$ cat src/rtl/vx_launch_pkg.sv
// Shared types for the Vortex launch controller: FSM state encoding and
// the outstanding-counter width helper.
package vx_launch_pkg;

    typedef enum logic [2:0] {
        IDLE     = 3'd0,
        RST_HOLD = 3'd1,
        RUN      = 3'd2,
        DRAIN    = 3'd3,
        DONE     = 3'd4
    } state_t;

    // Counter must hold 0..max_outstanding inclusive.
    function automatic int cnt_width(input int max_outstanding);
        return $clog2(max_outstanding + 1);
    endfunction

endpackage

$ cat src/rtl/vx_launch_rd_tracker.sv
// Outstanding-read counter, valid-hold flag and memory-request gate between
// Vortex and memory.
module vx_launch_rd_tracker
    import vx_launch_pkg::*;
#(
    parameter int MAX_OUTSTANDING = 64,
    parameter int CNT_W           = cnt_width(MAX_OUTSTANDING)
) (
    input  logic             clk,
    input  logic             reset_n,
    input  logic             run_gate_i,
    input  logic             vx_req_valid_i,
    input  logic             vx_req_rw_i,
    output logic             vx_req_ready_o,
    output logic             mem_req_valid_o,
    input  logic             mem_req_ready_i,
    input  logic             mem_rsp_valid_i,
    input  logic             mem_rsp_ready_i,
    output logic             pending_o,
    output logic [CNT_W-1:0] outstanding_o
);

    // Handshake: a transfer fires on a cycle where valid && ready; once valid
    // has been shown to memory it stays up until that fire.
    logic [CNT_W-1:0] cnt_q, cnt_d;
    logic             pending_q, pending_d;
    logic             at_limit, gate_open, rd_fire, rsp_fire;

    assign at_limit        = (cnt_q == CNT_W'(MAX_OUTSTANDING));
    assign gate_open       = pending_q | (run_gate_i & ~(at_limit & ~vx_req_rw_i));
    assign mem_req_valid_o = gate_open & vx_req_valid_i;
    assign vx_req_ready_o  = gate_open & mem_req_ready_i;
    assign rd_fire         = mem_req_valid_o & mem_req_ready_i & ~vx_req_rw_i;
    assign rsp_fire        = mem_rsp_valid_i & mem_rsp_ready_i;

    always_comb begin
        pending_d = mem_req_valid_o & ~mem_req_ready_i;
        cnt_d     = cnt_q;
        if (rd_fire && !rsp_fire) begin
            cnt_d = cnt_q + CNT_W'(1);
        end else if (!rd_fire && rsp_fire && cnt_q != '0) begin
            cnt_d = cnt_q - CNT_W'(1);
        end
    end

    always_ff @(posedge clk or negedge reset_n) begin
        if (!reset_n) begin
            cnt_q     <= '0;
            pending_q <= 1'b0;
        end else begin
            cnt_q     <= cnt_d;
            pending_q <= pending_d;
        end
    end

    assign pending_o     = pending_q;
    assign outstanding_o = cnt_q;

    rsp_underflow_a : assert property (@(posedge clk) disable iff (!reset_n)
        !(rsp_fire && !rd_fire && cnt_q == '0))
        else $error("vx_launch_rd_tracker: response with no read outstanding");

endmodule

$ cat src/rtl/vx_launch_ctrl.sv
// Run-control for a Vortex instance: holds it in reset, loads the start PC,
// runs it with a watchdog and drains outstanding reads before reporting done.
module vx_launch_ctrl
    import vx_launch_pkg::*;
#(
    parameter int ADDR_W          = 32,
    parameter int RESET_CYCLES    = 8,
    parameter int TIMEOUT_CYCLES  = 0,
    parameter int MAX_OUTSTANDING = 64,
    parameter int CNT_W           = cnt_width(MAX_OUTSTANDING)
) (
    input  logic              clk,
    input  logic              reset_n,
    input  logic              start,
    input  logic [ADDR_W-1:0] start_pc,
    input  logic              abort,
    output logic              vx_reset,
    output logic [ADDR_W-1:0] vx_startup_addr,
    input  logic              vx_busy,
    input  logic              vx_mem_req_valid,
    input  logic              vx_mem_req_rw,
    output logic              vx_mem_req_ready,
    output logic              mem_req_valid,
    input  logic              mem_req_ready,
    input  logic              mem_rsp_valid,
    input  logic              mem_rsp_ready,
    output logic              running,
    output logic              done,
    output logic              timeout,
    output logic [CNT_W-1:0]  outstanding,
    output state_t            dbg_state
);

    localparam int HOLD_W = (RESET_CYCLES > 1) ? $clog2(RESET_CYCLES) : 1;
    localparam int WD_W   = (TIMEOUT_CYCLES > 1) ? $clog2(TIMEOUT_CYCLES) : 1;

    state_t            state_q, state_d;
    logic [HOLD_W-1:0] hold_q, hold_d;
    logic [WD_W-1:0]   wdog_q, wdog_d;
    logic [ADDR_W-1:0] addr_q, addr_d;
    logic              timeout_q, timeout_d;
    logic              busy_seen_q, busy_seen_d;
    logic              vx_reset_q, running_q, done_q, run_gate_q;
    logic              pending;

    always_comb begin
        state_d     = state_q;
        hold_d      = hold_q;
        wdog_d      = wdog_q;
        addr_d      = addr_q;
        timeout_d   = timeout_q;
        busy_seen_d = busy_seen_q;
        case (state_q)
            IDLE, DONE: begin
                if (start) begin
                    state_d     = RST_HOLD;
                    addr_d      = start_pc;
                    hold_d      = HOLD_W'(RESET_CYCLES - 1);
                    wdog_d      = '0;
                    timeout_d   = 1'b0;
                    busy_seen_d = 1'b0;
                end
            end
            RST_HOLD: begin
                if (abort) begin
                    state_d = DONE;
                end else if (hold_q == '0) begin
                    state_d = RUN;
                end else begin
                    hold_d = hold_q - HOLD_W'(1);
                end
            end
            RUN: begin
                busy_seen_d = busy_seen_q | vx_busy;
                wdog_d      = wdog_q + WD_W'(1);
                if (abort) begin
                    state_d = DRAIN;
                end else if (TIMEOUT_CYCLES != 0 && wdog_q == WD_W'(TIMEOUT_CYCLES - 1)) begin
                    state_d   = DRAIN;
                    timeout_d = 1'b1;
                end else if (busy_seen_q && !vx_busy && outstanding == '0) begin
                    state_d = DONE;
                end
            end
            DRAIN: begin
                if (outstanding == '0 && !pending) begin
                    state_d = DONE;
                end
            end
            default: state_d = IDLE;
        endcase
    end

    // Outputs are decoded from the next state so they change with the state.
    always_ff @(posedge clk or negedge reset_n) begin
        if (!reset_n) begin
            state_q     <= IDLE;
            hold_q      <= '0;
            wdog_q      <= '0;
            addr_q      <= '0;
            timeout_q   <= 1'b0;
            busy_seen_q <= 1'b0;
            vx_reset_q  <= 1'b1;
            running_q   <= 1'b0;
            done_q      <= 1'b0;
            run_gate_q  <= 1'b0;
        end else begin
            state_q     <= state_d;
            hold_q      <= hold_d;
            wdog_q      <= wdog_d;
            addr_q      <= addr_d;
            timeout_q   <= timeout_d;
            busy_seen_q <= busy_seen_d;
            vx_reset_q  <= !(state_d == RUN || state_d == DRAIN);
            running_q   <= (state_d == RUN);
            done_q      <= (state_d == DONE);
            run_gate_q  <= (state_d == RUN);
        end
    end

    vx_launch_rd_tracker #(
        .MAX_OUTSTANDING(MAX_OUTSTANDING),
        .CNT_W          (CNT_W)
    ) u_rd_tracker (
        .clk            (clk),
        .reset_n        (reset_n),
        .run_gate_i     (run_gate_q),
        .vx_req_valid_i (vx_mem_req_valid),
        .vx_req_rw_i    (vx_mem_req_rw),
        .vx_req_ready_o (vx_mem_req_ready),
        .mem_req_valid_o(mem_req_valid),
        .mem_req_ready_i(mem_req_ready),
        .mem_rsp_valid_i(mem_rsp_valid),
        .mem_rsp_ready_i(mem_rsp_ready),
        .pending_o      (pending),
        .outstanding_o  (outstanding)
    );

    assign vx_reset        = vx_reset_q;
    assign vx_startup_addr = addr_q;
    assign running         = running_q;
    assign done            = done_q;
    assign timeout         = timeout_q;
    assign dbg_state       = state_q;

endmodule

$ cat config.mk
export PLATFORM = sky130hd
export DESIGN_NAME = vx_launch_ctrl
export DESIGN_NICKNAME = d
export VERILOG_FILES = /design/src/rtl/vx_launch_pkg.sv /design/src/rtl/vx_launch_rd_tracker.sv /design/src/rtl/vx_launch_ctrl.sv
export SDC_FILE = /design/constraint.sdc
export NUM_CORES = 1
export LEC_CHECK = 0
export ABC_AREA = 1
export ABC_CLOCK_PERIOD_IN_PS = 2800
export BUFFER_PORTS_ARGS = -buffer_cell sky130_fd_sc_hd__buf_2
export CORE_UTILIZATION = 49
export DETAILED_ROUTE_END_ITERATION = 10
export PLACE_DENSITY = 0.8
export SLEW_MARGIN = 20
export SYNTH_ARGS = -nofsm -noshare
export SYNTH_HDL_FRONTEND = slang
export SYNTH_HIERARCHICAL = 1
export SYNTH_SLANG_ARGS = --single-unit
$ cat constraint.sdc
create_clock -name clk -period 2.8 [get_ports clk]
set_clock_uncertainty 0.05 [all_clocks]
set_input_delay 0.56 -clock clk [delete_from_list [all_inputs] [get_ports clk]]
set_output_delay 0.56 -clock clk [all_outputs]
set_load 0.03 [all_outputs]
## Word level (Yosys, flattened, before mapping)

Cells that the tools add are included.

- Register bits after elaboration: 50
- Input port bits: 42
- Output and inout bits: 48
- Word-level logic and storage cells: 74

- Add/sub/neg operators: 3
- Equality and inequality tests: 11
- Multiplexer cells: 15
- Bitwise operators: 13
- Reduce and logical (&&, ||, !) cells: 23

Operator list:

| kind | count |
|---|---|
| 2-to-1 mux 3 bit | 9 |
| 2-to-1 mux 7 bit | 2 |
| equality test 3 x 2 -> 1 bit, second input constant | 4 |
| case mux 3 bit (4 select lines) | 1 |
| AND 1 bit | 8 |
| adder 7 x 1 -> 7 bit, second input constant | 1 |
| equality test 7 bit, second input constant | 1 |
| logical NOT 7 bit | 1 |
| nonzero test 7 bit | 1 |
| subtractor 7 x 1 -> 7 bit, second input constant | 1 |
| equality test 3 bit, second input constant | 2 |
| logical AND 1 bit | 6 |
| logical NOT 3 bit | 2 |
| != test 2 bit, second input constant | 3 |
| case mux 3 bit (2 select lines) | 1 |
| nonzero test 2 bit | 3 |
| logical NOT 1 bit | 5 |
| AND reduction 2 bit | 2 |
| AND reduction 4 bit | 1 |
| equality test 3 x 1 -> 1 bit, second input constant | 1 |
| NOT 1 bit | 3 |
| subtractor 3 x 1 -> 3 bit, second input constant | 1 |
| bitwise OR 1 bit | 2 |
| case mux 1 bit (2 select lines) | 1 |
| 3 further kinds | 3 |

## Longest topological paths before layout

Gate-level depths: netlist of run 1.

- Depth in word-level cells: 13
- Mapped depth: 17
- Depth with buffers taken out: 17

## Cells and area by module

The synthesis of run 1 kept the hierarchy.

Modules (own cells, without submodules):

| module | times used | cells an instance | area an instance (µm²) | sequential area each (µm²) |
|---|---|---|---|---|
| vx_launch_ctrl | 1 | 212 | 1815.5 | 1052.3 |
| vx_launch_rd_tracker | 1 | 87 | 696.9 | 200.2 |

## Worst setup path after synthesis of run 1

OpenSTA, ideal clock, no wires.

- Path kind: register to register
- Start: reg u_rd_tracker.cnt_q[1], in the netlist u_rd_tracker/outstanding_o[1]
- End: reg u_rd_tracker.cnt_q[5], in the netlist u_rd_tracker/outstanding_o[5]
- Setup time: 0.118 ns
- Arrival time: 2.258 ns
- Required time: 2.632 ns
- Setup slack: 0.374 ns
- Cell stages (with the launch flop): 17
- Path buffers: 0
- Clock period less this slack: 2.426 ns
- Path through: dfrtp_1 clkinv_1 nand2_1 nor2_2 nand2_2 nand2_4 nand2_4 nand4_4 ha_1 a21oi_1 nand2_1 nand2_1 nand2_1 a21oi_1 nand2_1 nand3_1 nand2_1

- Longest elaborated chain between the ends: 12
- Elaborated cells between the ends (all ways): 18
- Those cells by class: 2 x add/sub; 1 x eq/ne; 2 x mux; 7 x bitwise; 6 x reduce/logical

Ends and longest elaborated chain:

| item | RTL line | text |
|---|---|---|
| from (decl) | vx_launch_rd_tracker.sv:25 | `logic [CNT_W-1:0] cnt_q, cnt_d;` |
| from (signal assigned) | vx_launch_rd_tracker.sv:51 | `cnt_q <= cnt_d;` |
| equality test 7 bit | vx_launch_rd_tracker.sv:29 | `assign at_limit = (cnt_q == CNT_W'(MAX_OUTSTANDING));` |
| AND 1 bit | vx_launch_rd_tracker.sv:30 | `assign gate_open = pending_q \| (run_gate_i & ~(at_limit & ~vx_req_rw_i));` |
| NOT 1 bit | vx_launch_rd_tracker.sv:30 |  |
| AND 1 bit | vx_launch_rd_tracker.sv:30 |  |
| bitwise OR 1 bit | vx_launch_rd_tracker.sv:30 |  |
| AND 1 bit | vx_launch_rd_tracker.sv:31 | `assign mem_req_valid_o = gate_open & vx_req_valid_i;` |
| AND 1 bit (2 in series) | vx_launch_rd_tracker.sv:33 | `assign rd_fire = mem_req_valid_o & mem_req_ready_i & ~vx_req_rw_i;` |
| logical NOT 1 bit | vx_launch_rd_tracker.sv:41 | `end else if (!rd_fire && rsp_fire && cnt_q != '0) begin` |
| logical AND 1 bit (2 in series) | vx_launch_rd_tracker.sv:41 |  |
| nonzero test 2 bit (no source line) | - |  |

Several ways; a longest one is shown, not always the timed one. The select of a mux whose other input is x is not followed.
A chain may end at the register's enable or synchronous reset.

## Worst setup path in the final report of run 1

Ends and elaborated chain as after synthesis.

==> out/qor.txt, run 1 <==
Overall Power -> 3.84 mW
Die W -> 73.6 um
Least-Margin Pin Slew -> 0.547 ns
Remaining global-route overflow -> 0
Htree depth -> 2
Resize count post-CTS -> 0
Cell area power density -> 1240 nW/um2
Footprint of the multi-input gates -> 1070 um2
Crit path launch type -> flip-flop
Maximum fanout count along the critical path -> 9
Arrival time at the worst endpoint -> 2.61 ns
Post-detailed-route via-to-cell ratio -> 4.60
I/O Pins -> 90
CTS sink count -> 50
Clock insertion delay at the later pin of the skew report -> 0.30 ns
Vias in the first global route -> 1905
Storage element area -> 1250 um2
Clock root cell -> sky130_fd_sc_hd__clkbuf_8
Post-CTS setup-driven buffer insertion count -> 0
Crit path top cell by count -> sky130_fd_sc_hd__nand2_1
Worst setup slack after placement -> 0.282 ns
Number of buffers added by the clock tree synthesis step -> 5
Buffer depth of the longest clock path -> 2
Area of the mapped netlist -> 2510 um2
Diodes inserted -> 0
Slowest stage cell, crit path -> sky130_fd_sc_hd__dfrtp_1
Total Routing Usage GR -> 20.9%
Count of antenna-violating nets left after detailed routing -> 0
PortBufs -> 88
Layout cells sized above 1 -> 31.0%
Class of the tightest hold or removal check -> input port to async pin
Max stage delay on crit path -> 0.45 ns
Status -> finished clean
Proportion of synthesized chip area in sequential cells -> 49.9%
Fmax -> 413 MHz
Count of cells along the worst register-to-register path -> 17
Syn_nets -> 350
Maximum number of pins on one net before global-route repair -> 35
Part of the cycle the worst path needs -> 86.5%
Worst IR Drop VDD -> 0.704 mV
Max-capacitance violation count -> 0
# rows -> 25
Total count of hold-check failures in the final report -> 0
Final worst slack -> 0.378 ns
DRC errors left -> 0
Global routing's busiest layer -> met2
Via count -> 2101
Wire length of the first global-routing pass -> 8650 um
Met1 track demand over resource -> 26.9%
Max-slew violation count -> 0
Proportion of register bits with asynchronous set or reset after synthesis -> 100%
Unrepaired setup endpoints after global routing -> no
Setup TNS -> 0 ns
Synthesized instance count -> 299
Mean instance size in the synthesized netlist -> 8.40 um2
Overall die area -> 5420 um2
Setup violators final -> 0
CP Cell Sequence -> clkinv_1 -> nand2_1 -> nor2_2 -> nand2_2 -> nand2_4 -> nand2_4 -> nand4_4 -> ha_1 -> a21oi_1 -> nand2_1 -> nand2_1 -> nand2_1 -> a21oi_1 -> inv_1 -> nand2_1 -> nand3_1 -> nand2_1
Area delta synth->final -> 23.3%
Distinct cell type count after synthesis -> 32
Yosys warns -> 6
Stages on the worst setup path -> 17
CTS tree -> yes
Met2 Use GR -> 35.9%
Clk slew on worst S/H paths -> 0.09 ns
Leakage Power -> 1.78 nW
Data required time of the critical path -> 2.99 ns
Post-synth EDFFs -> 0
Filler cell count -> 440
Final HPWL DP -> 3930 um
Post-layout minimum cycle time -> 2.42 ns
Startpoint-to-endpoint class of the critical path -> flip-flop to flip-flop
Top delay family on crit path -> simple AND/OR/NAND/NOR gates
Main synth FF type -> sky130_fd_sc_hd__dfrtp_1
Number of antenna violations at the first check in global routing -> 0
Initial standard-cell utilization of the core -> 52.2%
Number of search-and-repair iterations in the first detailed-routing pass -> 4
Overall die height -> 73.6 um
Hold slack -> 0.101 ns
Worst slew margin relative to its limit -> 63.5%
# hold bufs at CTS -> 0
Synth Register Bits -> 50
Floorplan Core Area -> 4820 um2
Met3 routing resource usage after global routing -> 3.84%
Starting DRT DRC Count -> 135
Total Nets Final -> 440
Global placer's final weighted congestion -> 0.804
Final Routed Wirelength -> 5200 um
Element type at the critical path end -> flip-flop
Crit path buffers/inverters -> 2
Detailed-route wire length per cell -> 11.4 um
==> routing by layer <==
layer / wire length (um) / share of wire [%]
met2: 2650 / 51
met1: 2310 / 44
met4: 66 / 1.3
met3: 167 / 3.2
met5: 0 / 0
==> layout make-up <==
type	count	share of cell area, %
clock buffer	8	2.91
tap	67	2.71
inverter	39	4.73
multi-input combinational	203	34.5
sequential	50	40.4
timing repair buffer	90	14.7
==> path summary, 6_finish.rpt <==
kind,slack (ns),start,endpoint
worst max-delay path,0.38,u_rd_tracker/outstanding_o[1],u_rd_tracker/outstanding_o[5]
min in group clk,0.39,start_pc[5],vx_startup_addr[5]
max in group asynchronous,2.01,reset_n,vx_startup_addr[31]
worst min-delay path,0.10,reset_n,vx_startup_addr[0]
worst max register to register,0.38,u_rd_tracker/outstanding_o[1],u_rd_tracker/outstanding_o[5]
worst min register to register,0.43,vx_startup_addr[11],vx_startup_addr[11]
==> cell families after synthesis <==
logic type / count (synthesis) / share of synthesized area [%]
xor gates and xnor gates: 5 / 1.74
buffers and inverters: 46 / 7.62
AOI/OAI and AO/OA: 20 / 4.58
DFF: 50 / 49.9
and+or+nand+nor: 168 / 31.3
adders and majority gates: 9 / 4.78
other: 1 / 0.149
==> placed cells by master, fill, tap and decap left out, types with 2 or more instances in the layout <==
cell	n
sky130_fd_sc_hd__buf_2	88
sky130_fd_sc_hd__nor2_2	5
sky130_fd_sc_hd__dfrtp_1	49
sky130_fd_sc_hd__clkbuf_8	6
sky130_fd_sc_hd__clkbuf_1	2
sky130_fd_sc_hd__inv_2	5
sky130_fd_sc_hd__nand3_2	2
sky130_fd_sc_hd__nand3_1	9
sky130_fd_sc_hd__o211ai_1	3
sky130_fd_sc_hd__nand2_2	3
sky130_fd_sc_hd__ha_1	8
sky130_fd_sc_hd__nand2_1	126
sky130_fd_sc_hd__xor2_1	4
sky130_fd_sc_hd__a22oi_1	2
sky130_fd_sc_hd__o21ai_1	5
sky130_fd_sc_hd__nor2_1	9
sky130_fd_sc_hd__inv_1	33
sky130_fd_sc_hd__nand3_4	2
sky130_fd_sc_hd__a21oi_1	8
sky130_fd_sc_hd__nand4_1	4
sky130_fd_sc_hd__nand2_4	3
sky130_fd_sc_hd__buf_4	2
==> cells in the mapped netlist, drive strengths merged, types with 2 or more instances <==
cell type	n	area share [%]
nand2	133	22
dfrtp	49	49
inv	38	5.7
nor2	15	3.0
nand3	13	4.0
a21oi	8	1.6
ha	8	4.0
buf	7	1.8
o21ai	6	1.2
nand4	5	1.8
xor2	4	1.4
o211ai	3	0.90
a22oi	2	0.60
==> per-stage QoR <==
step | util [%] | instances | cell area [um2]
after global placement | 62.4 | 449 | 3010
after detailed placement | 62.4 | 449 | 3010
after CTS | 64.3 | 457 | 3100
after global routing | 64.3 | 457 | 3100
final | 64.3 | 457 | 3100
after floorplan | - | 299 | 2510
==> flip-flops by register name, indices dropped and copies added (netlist names) <==
register,cells
done,1
u_rd_tracker/pending_o,1
hold_q,3
dbg_state,3
run_gate_q,1
vx_reset,1
vx_startup_addr,32
busy_seen_q,1
u_rd_tracker/outstanding_o,7
==> where the power goes <==
part           switching (mW)  internal [mW]
registers               0.242           1.07
clock network           0.220          0.202
logic                    1.47          0.648
Power figures use the tool's default switching activity.
==> inputs of run 2 (changes only) <==
--- a/config.mk
+++ b/config.mk
@@ -8,6 +8,7 @@
 export ABC_AREA = 1
 export ABC_CLOCK_PERIOD_IN_PS = 2800
 export BUFFER_PORTS_ARGS = -buffer_cell sky130_fd_sc_hd__buf_2
+export CORE_MARGIN = 2
 export CORE_UTILIZATION = 49
 export DETAILED_ROUTE_END_ITERATION = 10
 export PLACE_DENSITY = 0.8
==> out/qor.txt, run 2 (synthesis gave the netlist of run 1 again) <==
Htree depth -> 2 (unchanged)
DRC errors left -> 0 (unchanged)
Maximum fanout count along the critical path -> 9 (unchanged)
Remaining global-route overflow -> 0 (unchanged)
Starting DRT DRC Count -> 119 (-12%)
Startpoint-to-endpoint class of the critical path -> flip-flop to flip-flop
Cell area power density -> 1240 nW/um2 (+0.27%)
# rows -> 26 (+4.0%)
Post-route insts no fill -> 460 (+0.66%)
Storage element area -> 1250 um2 (unchanged)
Footprint of the multi-input gates -> 1070 um2 (unchanged)
Commonest cells after routing, fill and taps aside -> sky130_fd_sc_hd__nand2_1 (126), sky130_fd_sc_hd__buf_2 (88), sky130_fd_sc_hd__dfrtp_1 (49)
Overall Power -> 3.86 mW (+0.56%)
Total Nets Final -> 440 (unchanged)
Class of the tightest hold or removal check -> input port to async pin
# hold bufs at CTS -> 0 (unchanged)
CTS sink count -> 50 (unchanged)
Post-layout minimum cycle time -> 2.43 ns (+0.00338 ns)
Part of the cycle the worst path needs -> 86.6% (+0.12 points)
I/O Pins -> 90 (unchanged)
Clk slew on worst S/H paths -> 0.10 ns (about the same)
Capture point of the worst reg-to-reg path -> u_rd_tracker/outstanding_o[5]
Max-capacitance violation count -> 0 (unchanged)
Worst slew margin relative to its limit -> 63.5% (about the same)
Critical R2R Launch -> u_rd_tracker/outstanding_o[1]
Fmax -> 412 MHz (-0.14%)
Buffer depth of the longest clock path -> 2 (unchanged)
Register-to-register setup slack -> 0.37 ns (about the same)
Count of antenna-violating nets left after detailed routing -> 0 (unchanged)
Diodes inserted -> 0 (unchanged)
Most frequent standard cell in the layout excluding fill and tap cells -> sky130_fd_sc_hd__nand2_1
PortBufs -> 88 (unchanged)
Worst setup slack after placement -> 0.262 ns (-0.0201 ns)
Data required time of the critical path -> 2.95 ns (-0.04 ns)
Hold slack -> 0.0523 ns (-0.0486 ns)
Count of cells along the worst register-to-register path -> 16 (-1)
Floorplan Core Area -> 5040 um2 (+4.7%)
Final HPWL DP -> 3920 um (-0.36%)
Die W -> 75.6 um (+2.7%)
Detailed-route wire length per cell -> 11.4 um (about the same)
Post-detailed-route via-to-cell ratio -> 4.58 (-0.27%)
Total count of hold-check failures in the final report -> 0 (unchanged)
Placed cell areas -> 3010 um2 (+0.13%)
Max FFs per register -> 32 (unchanged)
Overall die height -> 75.6 um (+2.7%)
Filler cell count -> 440 (unchanged)
Worst setup path end -> u_rd_tracker/outstanding_o[5]
Initial standard-cell utilization of the core -> 49.8% (-2.3 points)
Least-Margin Pin Slew -> 0.547 ns (+0.000358 ns)
Clock root cell -> sky130_fd_sc_hd__clkbuf_8
Setup violators final -> 0 (unchanged)
Post-route cell area -> 3110 um2 (+0.28%)
Number of antenna violations at the first check in global routing -> 0 (unchanged)
Vias in the first global route -> 1803 (-5.4%)
Unrepaired setup endpoints after global routing -> no
Core Util, Final -> 61.6% (-2.7 points)
Final worst slack -> 0.375 ns (-0.00338 ns)
Wire length of the first global-routing pass -> 8190 um (-5.3%)
Arrival time at the worst endpoint -> 2.58 ns (-0.03 ns)
CTS tree -> yes
Element type at the critical path end -> flip-flop
Max-slew violation count -> 0 (unchanged)
Clock insertion delay at the later pin of the skew report -> 0.31 ns (about the same)
Global placer's final weighted congestion -> 0.790 (-1.8%)
Layout cells sized above 1 -> 31.5% (+0.51 points)
Crit path launch type -> flip-flop
Post-CTS setup-driven buffer insertion count -> 0 (unchanged)
Status -> finished clean
Cell count after placement -> 452 (+0.67%)
Maximum number of pins on one net before global-route repair -> 35 (unchanged)
Total Routing Usage GR -> 18.9% (-2.0 points)
Final Routed Wirelength -> 5230 um (+0.67%)
Number of buffers added by the clock tree synthesis step -> 5 (unchanged)
Launch point of the worst path -> u_rd_tracker/outstanding_o[1]
Via count -> 2109 (+0.38%)
Leakage Power -> 1.79 nW (about the same)
Worst IR Drop VDD -> 0.559 mV (-21%)
Area delta synth->final -> 23.6%
Setup TNS -> 0 ns (unchanged)
Overall die area -> 5720 um2 (+5.5%)
Resize count post-CTS -> 0 (unchanged)
Number of search-and-repair iterations in the first detailed-routing pass -> 4 (unchanged)
==> run 2: cell types whose count changed in the layout (fill, tap and decap cells not counted) <==
cell and change:
sky130_fd_sc_hd__clkinvlp_4 +1, sky130_fd_sc_hd__clkinv_2 +1, sky130_fd_sc_hd__clkbuf_1 -2
==> run 2: area by class of cell <==
class / instances / area share [%]
Multi-Input combinational cell: 203 / 34.4
Sequential cell: 50 / 40.3
Tap cell: 70 / 2.82
Inverter: 39 / 4.71
Clock inverter: 2 / 0.403
Clock buffer: 6 / 2.66
Timing Repair Buffer: 90 / 14.7
==> run 2: worst min-delay path by stage <==
stage	startpoint	to	slack [ns]	depth (start not counted)
after detailed placement	reset_n	vx_startup_addr[1]	0.40	1
after floorplan	reset_n	busy_seen_q	0.21	0
after global placement	reset_n	vx_startup_addr[7]	0.40	1
final	reset_n	vx_startup_addr[1]	0.05	1
after CTS	reset_n	vx_startup_addr[1]	0.06	1
after global routing	reset_n	vx_startup_addr[7]	0.07	1
==> run 2: per-layer routing <==
layer  vias up  global-route usage [%]  wire [um]
met3        10                    2.78        171
met2        46                    29.5       2570
li1       1093                       -          -
met4         0                    6.63         85
met1       960                    27.3       2410
met5         -                       0          0
==> run 2: report_power, final <==
group / switching, mW / leakage (nW) / internal (mW)
Sequential: 0.243 / 0.612 / 1.07
Clock: 0.242 / 0.0472 / 0.199
Combinational: 1.47 / 1.13 / 0.648
==> run 2: worst max-delay path: stages (launching register included) <==
cell,delay (ns)
sky130_fd_sc_hd__dfrtp_1,0.45
sky130_fd_sc_hd__clkinv_1,0.11
sky130_fd_sc_hd__nand2_1,0.09
sky130_fd_sc_hd__nor2_2,0.06
sky130_fd_sc_hd__nand2_2,0.07
sky130_fd_sc_hd__nand2_4,0.05
sky130_fd_sc_hd__nand2_4,0.09
sky130_fd_sc_hd__nand4_4,0.21
sky130_fd_sc_hd__ha_1,0.42
sky130_fd_sc_hd__a21oi_1,0.16
sky130_fd_sc_hd__nand2_1,0.10
sky130_fd_sc_hd__nand2_1,0.07
sky130_fd_sc_hd__nand2_1,0.05
sky130_fd_sc_hd__a21oi_1,0.15
sky130_fd_sc_hd__nand2_1,0.07
sky130_fd_sc_hd__nand3_1,0.08
sky130_fd_sc_hd__nand2_1,0.05
==> inputs of run 3 (changes only) <==
--- a/config.mk
+++ b/config.mk
@@ -11,7 +11,7 @@
 export CORE_MARGIN = 2
 export CORE_UTILIZATION = 49
 export DETAILED_ROUTE_END_ITERATION = 10
-export PLACE_DENSITY = 0.8
+export PLACE_DENSITY = 0.85
 export SLEW_MARGIN = 20
 export SYNTH_ARGS = -nofsm -noshare
 export SYNTH_HDL_FRONTEND = slang
==> out/qor.txt, run 3 (synthesis gave the netlist of run 1 again) <==
Status -> finished clean
Footprint of the multi-input gates -> 1070 um2 (unchanged)
Leakage Power -> 1.77 nW (-0.61%)
Element type at the critical path end -> flip-flop
Worst IR Drop VDD -> 0.589 mV (+5.3%)
Storage element area -> 1250 um2 (unchanged)
# rows -> 26 (unchanged)
Post-detailed-route via-to-cell ratio -> 4.63 (+0.93%)
Data required time of the critical path -> 2.98 ns (+0.03 ns)
Maximum number of pins on one net before global-route repair -> 35 (unchanged)
Cell count after placement -> 452 (unchanged)
Post-CTS setup-driven buffer insertion count -> 0 (unchanged)
Arrival time at the worst endpoint -> 2.62 ns (+0.04 ns)
Commonest cells after routing, fill and taps aside -> sky130_fd_sc_hd__nand2_1 (126), sky130_fd_sc_hd__buf_2 (88), sky130_fd_sc_hd__dfrtp_1 (49)
Total Routing Usage GR -> 19.0% (+0.023 points)
Buffer depth of the longest clock path -> 2 (unchanged)
Overall die height -> 75.6 um (unchanged)
Part of the cycle the worst path needs -> 87.0% (+0.38 points)
Filler cell count -> 447 (+1.6%)
PortBufs -> 88 (unchanged)
Post-layout minimum cycle time -> 2.44 ns (+0.0105 ns)
Hold slack -> 0.0719 ns (+0.0196 ns)
Remaining global-route overflow -> 0 (unchanged)
Total Nets Final -> 440 (unchanged)
Startpoint-to-endpoint class of the critical path -> flip-flop to flip-flop
I/O Pins -> 90 (unchanged)
Fmax -> 411 MHz (-0.43%)
Least-Margin Pin Slew -> 0.554 ns (+0.00660 ns)
Max FFs per register -> 32 (unchanged)
Max-capacitance violation count -> 0 (unchanged)
Class of the tightest hold or removal check -> input port to async pin
# hold bufs at CTS -> 0 (unchanged)
Count of cells along the worst register-to-register path -> 17 (+1)
DRC errors left -> 0 (unchanged)
CTS sink count -> 50 (unchanged)
Cell area power density -> 1240 nW/um2 (-0.60%)
Clock insertion delay at the later pin of the skew report -> 0.29 ns (-0.02 ns)
Register-to-register setup slack -> 0.36 ns (about the same)
Initial standard-cell utilization of the core -> 49.8% (unchanged)
Htree depth -> 2 (unchanged)
Detailed-route wire length per cell -> 11.4 um (about the same)
Layout cells sized above 1 -> 31.4% (-0.18 points)
Max-slew violation count -> 0 (unchanged)
Area delta synth->final -> 23.2%
Vias in the first global route -> 1831 (+1.6%)
Floorplan Core Area -> 5040 um2 (unchanged)
Setup violators final -> 0 (unchanged)
Clk slew on worst S/H paths -> 0.09 ns (about the same)
Wire length of the first global-routing pass -> 8230 um (+0.50%)
Capture point of the worst reg-to-reg path -> u_rd_tracker/outstanding_o[5]
Overall die area -> 5720 um2 (unchanged)
Clock root cell -> sky130_fd_sc_hd__clkbuf_8
Crit path launch type -> flip-flop
Post-route insts no fill -> 459 (-0.22%)
CTS tree -> yes
Worst slew margin relative to its limit -> 63.0% (-0.44 points)
Count of antenna-violating nets left after detailed routing -> 0 (unchanged)
Setup TNS -> 0 ns (unchanged)
Global placer's final weighted congestion -> 0.824 (+4.4%)
Final HPWL DP -> 4000 um (+2.3%)
Unrepaired setup endpoints after global routing -> no
Critical R2R Launch -> u_rd_tracker/outstanding_o[1]
Total count of hold-check failures in the final report -> 0 (unchanged)
Number of buffers added by the clock tree synthesis step -> 5 (unchanged)
Number of search-and-repair iterations in the first detailed-routing pass -> 4 (unchanged)
Most frequent standard cell in the layout excluding fill and tap cells -> sky130_fd_sc_hd__nand2_1
Diodes inserted -> 0 (unchanged)
Number of antenna violations at the first check in global routing -> 0 (unchanged)
Starting DRT DRC Count -> 83 (-30%)
Die W -> 75.6 um (unchanged)
Via count -> 2124 (+0.71%)
Maximum fanout count along the critical path -> 9 (unchanged)
Final Routed Wirelength -> 5220 um (-0.27%)
Resize count post-CTS -> 0 (unchanged)
run 3: cell types whose count changed in the layout (fill, tap and decap cells not counted):
cell                         before  now
sky130_fd_sc_hd__clkbuf_8         6    5
sky130_fd_sc_hd__clkinv_2         1    0
sky130_fd_sc_hd__clkinvlp_4       1    2
run 3: layout make-up:
cell class                      instances  area share, %
Clock buffer                            5           2.22
Clock inverter                          2          0.485
Inverter                               39           4.73
Multi-Input combinational cell        203           34.5
Sequential cell                        50           40.5
Tap cell                               70           2.83
Timing Repair Buffer                   90           14.7
run 3: worst max path at each step:
stage | cells after the start | from | to | slack, ns
global placement | 17 | vx_mem_req_rw | u_rd_tracker/outstanding_o[5] | 0.36
detailed placement | 18 | vx_mem_req_rw | u_rd_tracker/outstanding_o[5] | 0.28
CTS | 17 | u_rd_tracker/outstanding_o[1] | u_rd_tracker/outstanding_o[5] | 0.35
floorplan | 16 | u_rd_tracker/outstanding_o[1] | u_rd_tracker/outstanding_o[5] | 0.37
finish | 17 | u_rd_tracker/outstanding_o[1] | u_rd_tracker/outstanding_o[5] | 0.36
global route | 17 | u_rd_tracker/outstanding_o[1] | u_rd_tracker/outstanding_o[5] | 0.11
run 3: per-layer routing:
| layer | GRT usage [%] | part of all wire [%] | vias up |
|---|---|---|---|
| li1 | - | - | 1090 |
| met1 | 26.1 | 45 | 995 |
| met2 | 31.5 | 53 | 37 |
| met3 | 3.57 | 2.1 | 2 |
| met4 | 4.09 | 0.44 | 0 |
| met5 | 0 | 0 | - |
run 3: metrics by stage:
stage	cell area [um2]	power (mW)	utilization (%)	setup slack, ns
after global routing	3090	4.16	61.4	0.108
after CTS	3090	3.85	61.4	0.350
after global placement	3010	3.39	59.7	0.356
after detailed placement	3010	3.45	59.7	0.278
final	3090	3.83	61.4	0.364
after floorplan	2510	2.87	-	0.374
run 3: critical path, stage by stage, from the launching register on:
cell	delay (ns)
sky130_fd_sc_hd__dfrtp_1	0.45
sky130_fd_sc_hd__clkinv_1	0.11
sky130_fd_sc_hd__nand2_1	0.09
sky130_fd_sc_hd__nor2_2	0.06
sky130_fd_sc_hd__nand2_2	0.07
sky130_fd_sc_hd__nand2_4	0.05
sky130_fd_sc_hd__nand2_4	0.09
sky130_fd_sc_hd__nand4_4	0.20
sky130_fd_sc_hd__ha_1	0.42
sky130_fd_sc_hd__a21oi_1	0.16
sky130_fd_sc_hd__nand2_1	0.09
sky130_fd_sc_hd__nand2_1	0.07
sky130_fd_sc_hd__nand2_1	0.05
sky130_fd_sc_hd__a21oi_1	0.16
sky130_fd_sc_hd__inv_1	0.06
sky130_fd_sc_hd__nand2_1	0.06
sky130_fd_sc_hd__nand3_1	0.07
sky130_fd_sc_hd__nand2_1	0.07
run 3: where the power goes:
group / leakage (nW) / switching (mW) / internal [mW]
Combinational: 1.13 / 1.47 / 0.647
Sequential: 0.612 / 0.244 / 1.06
Clock: 0.0362 / 0.229 / 0.171
